==> src/rtl/picomips_pkg.sv <==
// picomips_pkg: shared constants and types for the picoMIPS core.
//   ADDR_W / DATA_W : instruction address and instruction widths
//   instr_t         : one 16-bit instruction word
//   iaddr_t         : 6-bit instruction address (program counter width)
//   NOP             : all-zero instruction
//   DEFAULT_PROG    : boot image loaded into program memory on reset
package picomips_pkg;

  localparam int ADDR_W = 6;
  localparam int DATA_W = 16;

  typedef logic [15:0] instr_t;
  typedef logic [5:0]  iaddr_t;

  localparam instr_t NOP = 16'h0000;

  // Four arithmetic instructions, then an unconditional branch back to 0.
  // Everything above the loop is NOP.
  localparam instr_t DEFAULT_PROG [0:63] = '{
    0:       16'h1040,
    1:       16'h2081,
    2:       16'h30C2,
    3:       16'h4103,
    4:       16'hF000,
    default: NOP
  };

endpackage

==> src/rtl/picomips_program_memory.sv <==
// picomips_program_memory: 64 x 16 instruction store for the picoMIPS core.
// Sits between the PC register and the instruction decoder.
//
// Ports:
//   clk         in   load-port writes are captured on the rising edge
//   reset       in   asynchronous, active-low; restores DEFAULT_PROG
//   address     in   fetch address from the PC
//   instruction out  mem[address], purely combinational
//   wr_en       in   load-port write enable, active-high
//   wr_addr     in   load-port word address
//   wr_data     in   load-port write data
//
// Load port: a single-cycle strobe. A word is written on each rising clk
// edge where wr_en = 1 and reset = 1; there is no ready/backpressure, the
// memory always accepts. Writes seen while reset = 0 are discarded.
// The read path has no bypass: a write to the word currently being fetched
// shows up on instruction only after the capturing edge.
module picomips_program_memory
  import picomips_pkg::*;
#(
  parameter int ADDR_W = picomips_pkg::ADDR_W,
  parameter int DATA_W = picomips_pkg::DATA_W
) (
  input  logic              clk,
  input  logic              reset,
  input  logic [ADDR_W-1:0] address,
  output logic [DATA_W-1:0] instruction,
  input  logic              wr_en,
  input  logic [ADDR_W-1:0] wr_addr,
  input  logic [DATA_W-1:0] wr_data
);

  localparam int DEPTH = 2 ** ADDR_W;

  logic [DATA_W-1:0] mem [DEPTH];

  // Reset has priority: while reset is low every word is forced to the
  // boot image, so a write strobe in that window has no effect, including
  // on the edge that coincides with reset release.
  always_ff @(posedge clk or negedge reset) begin
    if (!reset) begin
      for (int i = 0; i < DEPTH; i++) begin
        mem[i] <= DATA_W'(DEFAULT_PROG[i]);
      end
    end else if (wr_en) begin
      mem[wr_addr] <= wr_data;
    end
  end

  assign instruction = mem[address];

endmodule

==> config.mk <==
export PLATFORM = sky130hd
export DESIGN_NAME = picomips_program_memory
export DESIGN_NICKNAME = d
export VERILOG_FILES = /design/src/rtl/picomips_pkg.sv /design/src/rtl/picomips_program_memory.sv
export SDC_FILE = /design/constraint.sdc
export NUM_CORES = 1
export LEC_CHECK = 0
export CAP_MARGIN = 40
export CORE_MARGIN = 2
export CORE_UTILIZATION = 29
export CTS_BUF_LIST = sky130_fd_sc_hd__clkbuf_16
export DETAILED_ROUTE_END_ITERATION = 16
export GPL_TIMING_DRIVEN = 0
export SYNTH_ARGS = -nofsm -noshare
export SYNTH_HDL_FRONTEND = slang
export SYNTH_SLANG_ARGS = --single-unit
==> constraint.sdc <==
create_clock -name clk -period 2.1 [get_ports clk]
set_clock_uncertainty 0.05 [all_clocks]
set_input_delay 0.42 -clock clk [delete_from_list [all_inputs] [get_ports clk]]
set_output_delay 0.42 -clock clk [all_outputs]
set_load 0.02 [all_outputs]
==> results <==
- Counting every net in the synthesized netlist gives a little over 3000.
- Power spread over the standard cell area amounts to about 900 nW/um2.
- In the finished design, the share of the clock period the worst path needs comes to 137%.
- The final reports fail on negative hold slack, negative setup slack.
- For this run, design rule violations remaining after detail routing come to 0.
- The final net count is 3288.
- The H-tree generated during clock tree synthesis spans 3 levels.
- Entering global routing, the biggest net connects 163 pins.
- The synthesized netlist occupies a cell area of 47100 um2.
- For the pin with the worst max-slew slack, the measured transition is 952 ps.
- The die is 407 um wide.
- The worst setup path is launched from a flip-flop.
- In this run the worst path has a maximum fanout of 2.
- The most frequent standard cell in the layout excluding fill and tap cells is sky130_fd_sc_hd__mux2_2.
- The initial antenna violation count is 11.
- The worst endpoint data arrival time is between 2000 and 2500 ps.
- Max-cap violations in this run came to 0.
- Using the TritonRoute via totals, the vias-per-cell ratio works out to 5.06.
- The clock-pin slew on the worst setup and hold paths is 60 ps.
- The die is 407 um tall.
- The total design power is 0.0498 W.
- For this run, the top clock speed supported by timing is roughly 0.35 GHz.
- The worst-skew pair later-pin latency is 680 ps.
- The number of global-route vias before repair is 29400.
- The final number of max-transition violations came to 0.
- IR analysis of the VDD net gives a maximum drop of 608 uV.
- The total CTS buffers is approximately 110.
- The clock tree from TritonCTS is yes.
- The worst path in the final design needs a cycle of around 2900 ps, including I/O delays and setup.
- Synthesis inferred 1024 register bits.
- The first global-routing pass estimated 206 mm of wire.
- By startpoint and endpoint, the worst setup path is classified as reg2out.
- The number of flip-flops under the largest register name is 1024.
- The area growth from synthesis to layout is 19.3%.
- The async set or reset register ratio after synthesis is 100%.
- Setup repair after global routing could not meet its margin everywhere.
- The startpoint of the most critical register-to-register path is mem[659]$_DFFE_PN0P_.
- Across all layers, the routed design uses 27900 vias.
- The final setup violation count is 16.
- Once routing completed, OpenROAD measured the worst setup slack at -787 ps.
- In the synthesized netlist the dominant register cell turns out to be sky130_fd_sc_hd__dfrtp_1.
- The worst slack on hold paths is -388 ps.
- The floorplan step defined a die boundary enclosing 166000 um2.
- The total number of clock tree sinks is 1024.
- The buffer cell driving the clock tree root is sky130_fd_sc_hd__clkbuf_16.
- The count of endpoints failing hold in the final timing report came to 152.
- The endpoint identified for the worst register-to-register timing path is mem[659]$_DFFE_PN0P_.
- For this block, the initial DRC count from the detailed router was just under 2000.
- Across all register-to-register paths, the minimum setup slack is 1170 ps.
- The worst setup path is captured at an output port.
- In the final layout, the registers with the most flip-flops are mem (1024).
- After floorplanning, the core was sized to cover 161000 um2.
- The row count is approximately 150.
- The count of yosys warnings during synthesis is 0.
- The average wire per cell in the routed design is 25.5 um.
- Buffers placed on the I/O ports in this run total 24.
- The fraction of layout instances using a drive strength above 1 is 59.1%.
- The synthesized instance count is 3024.
- In the global route stage, overall resource usage came out at approximately 17%.
- The library cells used most frequently in the layout, excluding fill and tap cells, are 1087 x sky130_fd_sc_hd__mux2_2, 1006 x sky130_fd_sc_hd__dfrtp_1, 223 x sky130_fd_sc_hd__mux4_2.
- The total area of sequential cells is 25600 um2.
- For this design the static power due to leakage is 25.0 nW.
- The number of flops mapped to enable cells by yosys is 0.
- The average instance in the mapped netlist occupies 15.6 um2.
- After synthesis, flip-flops and latches occupy 54.4% of the total area.
- The relative max-transition margin is 36.5%.
- The type of the worst min-delay path is in2async.
- The routability congestion estimate from global placement is 0.825.
- Global routing finished with a remaining overflow of 0.
- In this run the count of I/O pins placed on the die edge is 47.
- The register with the highest flop count is mem.
- The post-DP HPWL is 100 mm.
- For this configuration, the core starts out at a cell density of 29.3%.
- The run finished, with violations left.
- The total detailed-routing wirelength is 140 mm.
- The filler cell count in the final layout is 15400.
- At the worst endpoint, the required time is 1630 ps.
- The area used by multi-input combinational logic is 20900 um2.
- Cells fill 35.0% of the core in the end.
- The number of cells on the worst reg-to-reg path is 2.
- The number of detailed-routing iterations run before antenna repair is 5.
- The remaining antenna violation count is 0.
- The pre-CTS setup slack is -2980 ps.
- The synthesized netlist contains 42 unique library cells.
- In this run the deepest clock path goes through 3 buffers.
==> how the worst max path moves through the flow <==
| stage | start | to | cells after the start |
|---|---|---|---|
| after floorplan | address[0] | instruction[2] | 8 |
| after global placement | reset | mem[346]$_DFFE_PN0P_ | 1 |
| after detailed placement | address[4] | instruction[0] | 8 |
| after CTS | mem[258]$_DFFE_PN0P_ | instruction[2] | 6 |
| after global routing | mem[321]$_DFFE_PN0P_ | instruction[1] | 6 |
| final | mem[257]$_DFFE_PN0P_ | instruction[1] | 6 |
==> per-layer routing <==
layer / track usage, % / part of all wire (%) / wire length, um
met1: 24.1 / 47 / 65400
met2: 26.0 / 46 / 64000
met3: 2.27 / 4.5 / 6370
met4: 5.66 / 3.2 / 4510
met5: 0 / 0.047 / 66
==> final cells by class <==
| type | instances | area share [%] |
|---|---|---|
| clock buffer | 115 | 5.12 |
| multi-input combinational | 1710 | 37.2 |
| inverter | 1 | 0.0289 |
| buffer | 287 | 3.96 |
| tap | 2160 | 4.80 |
| sequential | 1024 | 45.6 |
| clock inverter | 92 | 1.10 |
| antenna | 3 | 0.0133 |
| timing repair buffer | 122 | 2.20 |
==> stage by stage <==
stage / cells / instance area [um2] / TNS (ps)
6_report: 5514 / 56200 / -11200
5_1_grt: 5511 / 56200 / -12220
4_1_cts: 5480 / 55800 / -11960
3_5_place_dp: 5220 / 50500 / -1149120
3_3_place_gp: 5208 / 50200 / -
2_1_floorplan: 3024 / 47300 / -2290
==> cells by family after synthesis <==
kind of cell	after synthesis	share of synthesized area (%)
AOI/OAI and AO/OA	123	1.91
and+or+nand+nor	251	3.15
DFF	1024	54.4
buffers and inverters	290	3.37
muxes	1336	37.2
==> critical path: stages (launching register included) <==
cell and delay [ps]:
sky130_fd_sc_hd__dfrtp_1 380, sky130_fd_sc_hd__mux4_2 490, sky130_fd_sc_hd__mux2i_2 210, sky130_fd_sc_hd__nor2_2 100, sky130_fd_sc_hd__o31ai_4 340, sky130_fd_sc_hd__nor2_4 80
sky130_fd_sc_hd__buf_6 140
==> report_power, final <==
part,internal (W),switching [W],total (W)
clock,0.0108,0.00818,0.0190
sequential,0.0224,0.00125,0.0236
combinational,0.00390,0.00330,0.00720
total,0.0371,0.0127,0.0498
==> timing repair <==
item,in CTS,in global routing
hold endpoints to repair,152,152
pin swaps,97,19
endpoints found under the setup margin,852,298
buffers inserted,53,30
cloned,2,1
resized for setup,425,49
==> synthesized netlist by cell type (12+ instances only) <==
master	number	area (um2)
sky130_fd_sc_hd__mux2_2	1087	12200
sky130_fd_sc_hd__dfrtp_1	1006	25200
sky130_fd_sc_hd__mux4_2	223	5020
sky130_fd_sc_hd__clkbuf_1	123	462
sky130_fd_sc_hd__a22oi_1	75	563
sky130_fd_sc_hd__buf_2	74	370
sky130_fd_sc_hd__nand2_1	42	158
sky130_fd_sc_hd__buf_4	40	300
sky130_fd_sc_hd__nand3_1	38	190
sky130_fd_sc_hd__nor2_2	36	225
sky130_fd_sc_hd__buf_6	34	383
sky130_fd_sc_hd__nor2_1	32	120
sky130_fd_sc_hd__mux2i_1	23	230
sky130_fd_sc_hd__o22ai_1	22	138
sky130_fd_sc_hd__nand4_1	21	131
sky130_fd_sc_hd__buf_1	18	67.6
sky130_fd_sc_hd__dfstp_2	18	473
sky130_fd_sc_hd__nand2_2	16	100
sky130_fd_sc_hd__nor2_4	13	146
sky130_fd_sc_hd__nor3_1	12	60.1
Note: power is estimated with default switching activity, not from simulation.
